===== src/rtl/spu_pipe_pkg.sv =====
// Shared types for the SPU front-end pipeline registers.
// Holds the decoded-lane payload, its field widths and the skid-buffer state encoding.
package spu_pipe_pkg;

    localparam int SPU_REG_ADDR_W = 7;   // 128-entry register file
    localparam int SPU_CTRL_W     = 7;   // execution control field
    localparam int IMM7_W         = 7;
    localparam int IMM10_W        = 10;
    localparam int IMM16_W        = 16;
    localparam int IMM18_W        = 18;

    // One decoded instruction as handed from ID to REG.
    typedef struct packed {
        logic                      reg_write_enable;
        logic                      source;
        logic [SPU_CTRL_W-1:0]     control;
        logic [SPU_REG_ADDR_W-1:0] ra;
        logic [SPU_REG_ADDR_W-1:0] rb;
        logic [SPU_REG_ADDR_W-1:0] rc;
        logic [SPU_REG_ADDR_W-1:0] rt;
        logic [IMM7_W-1:0]         imm7;
        logic [IMM10_W-1:0]        imm10;
        logic [IMM16_W-1:0]        imm16;
        logic [IMM18_W-1:0]        imm18;
    } id_lane_t;

    localparam int ID_LANE_W = $bits(id_lane_t);

    // Occupancy of a two-entry skid buffer.
    typedef enum logic [1:0] {
        EMPTY = 2'd0,   // main empty, skid empty
        ONE   = 2'd1,   // main full, skid empty
        TWO   = 2'd2    // main full, skid full
    } skid_state_e;

endpackage


===== src/rtl/pipe_skid_buf.sv =====
// Generic two-entry skid buffer with synchronous flush.
// in_ready is registered, so there is no combinational path from out_ready back to the producer;
// the second (skid) entry absorbs the bundle accepted in the cycle the consumer stalls.
module pipe_skid_buf
    import spu_pipe_pkg::*;
#(
    parameter int WIDTH = 8
) (
    input  logic             clk,
    input  logic             reset,
    input  logic             flush,
    input  logic             in_valid,
    output logic             in_ready,
    input  logic [WIDTH-1:0] in_data,
    output logic             out_valid,
    input  logic             out_ready,
    output logic [WIDTH-1:0] out_data
);

    skid_state_e      state_q, state_d;
    logic [WIDTH-1:0] main_q, main_d;
    logic [WIDTH-1:0] skid_q, skid_d;
    logic             in_ready_q, in_ready_d;
    logic             in_fire, out_fire;

    assign in_ready  = in_ready_q;
    assign out_valid = (state_q != EMPTY);
    // Output is forced to zero when empty so stale data never leaks out, including during reset.
    assign out_data  = out_valid ? main_q : '0;
    assign in_fire   = in_valid & in_ready_q;
    assign out_fire  = out_valid & out_ready;

    // Next-state and entry-update logic.
    always_comb begin
        // NOTE: every output of this block gets a default first, so no path leaves one unassigned (no latch).
        state_d = state_q;
        main_d  = main_q;
        skid_d  = skid_q;

        if (flush) begin
            state_d = EMPTY;
            main_d  = '0;
            skid_d  = '0;
        end else begin
            unique case (state_q)
                EMPTY: begin
                    if (in_fire) begin
                        state_d = ONE;
                        main_d  = in_data;
                    end
                end
                ONE: begin
                    if (in_fire && out_fire) begin
                        main_d = in_data;
                    end else if (in_fire) begin
                        state_d = TWO;
                        skid_d  = in_data;
                    end else if (out_fire) begin
                        state_d = EMPTY;
                    end
                end
                TWO: begin
                    if (out_fire) begin
                        state_d = ONE;
                        main_d  = skid_q;
                        skid_d  = '0;
                    end
                end
                default: state_d = EMPTY;
            endcase
        end

        in_ready_d = (state_d != TWO);
    end

    // State, entries and registered ready.
    always_ff @(posedge clk or negedge reset) begin
        // NOTE: the data entries are reset too (not just the state) so every output reads 0 out of reset.
        if (!reset) begin
            state_q    <= EMPTY;
            main_q     <= '0;
            skid_q     <= '0;
            in_ready_q <= 1'b0;
        end else begin
            // NOTE: non-blocking assignments here so all registers update together from the same old values.
            state_q    <= state_d;
            main_q     <= main_d;
            skid_q     <= skid_d;
            in_ready_q <= in_ready_d;
        end
    end

endmodule


===== src/rtl/id_reg_pipe_stage.sv =====
// ID->REG pipeline register for an N-issue SPU front end.
// Carries LANES decoded lanes plus per-lane valids through a two-entry skid buffer with flush.
// Bundles with no valid lane are accepted but not stored.
// Optional: define ID_REG_STALL_CNT_EN to add the saturating stall_cnt output.
module id_reg_pipe_stage
    import spu_pipe_pkg::*;
#(
    parameter int LANES      = 2,
    parameter int REG_ADDR_W = 7,   // must agree with the package's id_lane_t
    parameter int CTRL_W     = 7    // must agree with the package's id_lane_t
) (
    input  logic                  clk,
    input  logic                  reset,
    input  logic                  in_valid,
    output logic                  in_ready,
    input  logic [LANES-1:0]      in_lane_valid,
    input  id_lane_t [LANES-1:0]  in_lane,
    input  logic                  flush,
    output logic                  out_valid,
    input  logic                  out_ready,
    output logic [LANES-1:0]      out_lane_valid,
    output id_lane_t [LANES-1:0]  out_lane
`ifdef ID_REG_STALL_CNT_EN
    ,
    output logic [31:0]           stall_cnt
`endif
);

    // Lane width rebuilt from the parameters; if they disagree with the package the
    // flattened vector below no longer matches and the mismatch shows up at elaboration.
    localparam int LANE_W = 2 + CTRL_W + 4 * REG_ADDR_W + IMM7_W + IMM10_W + IMM16_W + IMM18_W;
    localparam int DATA_W = LANES * (LANE_W + 1);

    logic              store_valid;
    logic [DATA_W-1:0] buf_in_data;
    logic [DATA_W-1:0] buf_out_data;

    // An all-invalid bundle still handshakes (in_ready does not depend on in_valid) but is not stored.
    assign store_valid = in_valid & (|in_lane_valid);
    assign buf_in_data = {in_lane_valid, in_lane};

    pipe_skid_buf #(
        .WIDTH (DATA_W)
    ) u_skid (
        .clk       (clk),
        .reset     (reset),
        .flush     (flush),
        .in_valid  (store_valid),
        .in_ready  (in_ready),
        .in_data   (buf_in_data),
        .out_valid (out_valid),
        .out_ready (out_ready),
        .out_data  (buf_out_data)
    );

    assign {out_lane_valid, out_lane} = buf_out_data;

`ifdef ID_REG_STALL_CNT_EN
    // Saturating count of cycles the REG stage holds off a valid bundle; flush does not touch it.
    always_ff @(posedge clk or negedge reset) begin
        if (!reset) begin
            stall_cnt <= '0;
        end else if (out_valid && !out_ready && (stall_cnt != 32'hFFFF_FFFF)) begin
            stall_cnt <= stall_cnt + 32'd1;
        end
    end
`endif

endmodule


===== config.mk =====
export PLATFORM = sky130hd
export DESIGN_NAME = id_reg_pipe_stage
export DESIGN_NICKNAME = d
export VERILOG_FILES = /design/src/rtl/spu_pipe_pkg.sv /design/src/rtl/pipe_skid_buf.sv /design/src/rtl/id_reg_pipe_stage.sv
export SDC_FILE = /design/constraint.sdc
export NUM_CORES = 1
export LEC_CHECK = 0
export CORE_MARGIN = 3
export CORE_UTILIZATION = 50
export DETAILED_ROUTE_END_ITERATION = 8
export MAX_ROUTING_LAYER = met4
export PLACE_DENSITY = 0.78
export SLEW_MARGIN = 20
export SYNTH_ARGS = -nofsm -noshare
export SYNTH_HDL_FRONTEND = slang
export SYNTH_SLANG_ARGS = --single-unit

===== constraint.sdc =====
create_clock -name clk -period 2.73 [get_ports clk]
set_clock_uncertainty 0.1 [all_clocks]
set_input_delay 0.546 -clock clk [delete_from_list [all_inputs] [get_ports clk]]
set_output_delay 0.546 -clock clk [all_outputs]
set_load 0.02 [all_outputs]

==> results.json <==
{
  "fp.dieArea_um2": 38280,
  "slew_headroom": 0.4542,
  "vias": 14810,
  "nets": 2286,
  "drive_gt1_frac": 0.1273,
  "worst_pin_slew_ns": 0.8188,
  "ys_top_cells_by_count": "dfrtp_1, nand2_1, nor3_1, nor2b_1, o21ai_0",
  "die_w_um": 195.6,
  "synth_fp_nets": 2001,
  "htreeDepth": 2,
  "synth_edf_count": 0,
  "cp.required_ns": 2.08,
  "multi_input_area_um2": 8233,
  "rows": 68,
  "ys_ff_latch": 359,
  "antenna_found_initial": 5,
  "place.gp.congestion": 0.8442,
  "ant_nets": 0,
  "clockBufferDepth": 3,
  "wl_per_cell_um": 20.38,
  "drv_slew": 0,
  "cts_root_buf": "clkbuf_16",
  "placed_cells": 2502,
  "r2r_setup_slack_ns": 0.18,
  "dieHeight_um": 195.6,
  "coreArea_um2": 34970,
  "final_hold_viol_count": 0,
  "insertion_delay_ns": 0.52,
  "finalPower_mw": 15.53,
  "seqCellArea_um2": 8984,
  "whs_path_depth": 2,
  "finalCritPeriodShare": 0.9767,
  "utilization": 0.6733,
  "grt_max_degree": 142,
  "path_class": "reg -> out",
  "ys_async_sr_fraction": 1.000,
  "fin_cells": 2589,
  "crit_path_start_kind": "flip-flop",
  "grt_util_all_layers": 0.2763,
  "finalSetupViolCount": 0,
  "r2r_cells": 7,
  "max_freq_mhz": 375.0,
  "synth.area.mux_share": 0.09908,
  "rsz0062_at_grt": "no",
  "synth-seq-area-share": 0.4996,
  "cts_made_buffers": 40,
  "clk_pin_slew_worst_paths_ns": 0.06,
  "dp_hpwl_um": 32590,
  "whs_ns": 0.2284,
  "synthSimpleGateAreaFrac": 0.1889,
  "synth.most_common_cell": "dfrtp_1",
  "routed_wl_um": 52770,
  "final_cell_area_um2": 23550,
  "grt_pass1_vias": 15130,
  "synth_top_area_share": 0.4996,
  "synth_compound_area_frac": 0.1632,
  "fillers": 2725,
  "hp-class": "in -> reg",
  "via_per_inst": 5.718,
  "start_util": 0.5142,
  "portBuffers": 362,
  "io-pin-count": 363,
  "ys_types": 30,
  "overflow": 0,
  "maxCapViolations": 0,
  "period_needed_ns": 2.667,
  "pre_cts_ws_ns": -0.05504,
  "synth.largest_area_cell": "dfrtp_1",
  "crit_arrival_ns": 2.02,
  "synth_top_family_by_area": "simple AND/OR/NAND/NOR gates",
  "clock_sinks": 359,
  "first_pass_iters": 5,
  "cts_tree": "done",
  "power_density_nw_per_um2": 659.5,
  "crit_fanout": 17,
  "grt_pass1_wl_um": 84190,
  "peakVddDrop_v": 0.0004369,
  "drtIter0Drc": 1011,
  "p_leak_nw": 9.950,
  "finalSetupTns_ns": 0,
  "synth_area_um2": 17980,
  "synth_adder_area_share": 0.002783,
  "ys.flop_type": "dfrtp_1",
  "synth_area_leaders": "dfrtp_1, mux2i_1, a211oi_2, nand2_1, nor2b_1",
  "syn-instance-count": 1814,
  "syn_to_final_growth_pct": 30.94,
  "layout_setup_ws_ns": 0.06348,
  "place_area_um2": 22170,
  "drc": 0,
  "cp-end-kind": "output port",
  "yosys.area_share.xor_xnor": 0,
  "yosys_warnings": 0,
  "status": "finished clean",
  "avgSynthCellArea_um2": 9.913
}
==> state kept, by name, indices dropped and copies added (netlist names) <==
register,count
u_skid.skid_q,178
u_skid.state_q,2
u_skid.in_ready,1
u_skid.main_q,178
==> power breakdown <==
| group | total [mW] | leakage (nW) | switching [mW] | internal, mW |
|---|---|---|---|---|
| Sequential | 6.37 | 4.72 | 0.370 | 6.00 |
| Clock | 5.48 | 0.680 | 2.19 | 3.29 |
| Combinational | 3.68 | 4.55 | 2.12 | 1.56 |
| Total | 15.5 | 9.95 | 4.68 | 10.9 |
==> timing repair <==
item,in CTS,in global routing
endpoints found under the setup margin,179,39
setup buffers,5,0
gates cloned,3,1
hold endpoints to repair,47,0
pin swaps,1,0
gates resized for setup,199,43
hold buffers,1,0
==> cell families after synthesis <==
logic type                 count (synthesis)
buffers and inverters                    183
adders and majority gates                  4
and+or+nand+nor                          722
DFF                                      359
muxes                                    178
AOI/OAI and AO/OA                        368
==> cell usage in the layout, fill, tap and decap left out, types with 2 or more instances in the layout <==
master,netlist,final
nor3_1,180,180
inv_1,5,3
clkinv_2,0,10
dlygate4sd2_1,0,136
clkdlybuf4s15_2,0,4
clkdlybuf4s50_1,0,181
a211oi_1,58,58
dfrtp_1,359,359
o211ai_1,2,2
diode_2,0,5
bufinv_16,0,2
clkbuf_8,0,14
buf_4,1,22
nand2_1,357,357
a211oi_2,120,120
clkdlybuf4s15_1,0,33
clkbuf_1,130,3
buf_12,0,29
ha_1,4,2
clkbuf_2,0,5
inv_2,0,2
nor2b_2,0,4
nor2b_1,179,175
ha_4,0,2
buf_16,0,5
mux2i_1,178,178
o21ai_0,179,179
clkbuf_16,0,42
==> area by class of cell <==
type                    count  area share
inverters                   5   0.0007971
multi-input cells        1272      0.3497
flip-flops and latches    359      0.3815
diodes                      5   0.0005314
clock inverters            15    0.005845
clock buffers              57     0.05165
repair buffers            421      0.1858
well taps                 455     0.02418
==> routing by layer <==
| layer | track usage | share of wire | vias to the layer above |
|---|---|---|---|
| met5 | - | 0 | - |
| met4 | 0.06945 | 0.023 | 0 |
| met3 | 0.05262 | 0.072 | 87 |
| met2 | 0.4383 | 0.48 | 570 |
| met1 | 0.3699 | 0.42 | 7297 |
| li1 | - | - | 6851 |
==> worst max-delay path: stages (launching register included) <==
cell	delay, ns
dfrtp_1	0.39
inv_2	0.09
ha_4	0.28
buf_6	0.18
buf_16	0.16
nor2b_1	0.07
dlygate4sd2_1	0.32
==> final timing paths <==
| path | startpoint | to |
|---|---|---|
| worst max register to register | u_skid.state_q[0] | u_skid.main_q[29] |
| max in group asynchronous | reset | u_skid.skid_q[134] |
| worst min register to register | u_skid.skid_q[37] | u_skid.skid_q[37] |
| worst max-delay path | u_skid.state_q[0] | out_lane[72] |
| worst min-delay path | flush | u_skid.main_q[172] |
| min in group asynchronous | reset | u_skid.skid_q[92] |
Note: power is estimated with default switching activity, not from simulation.
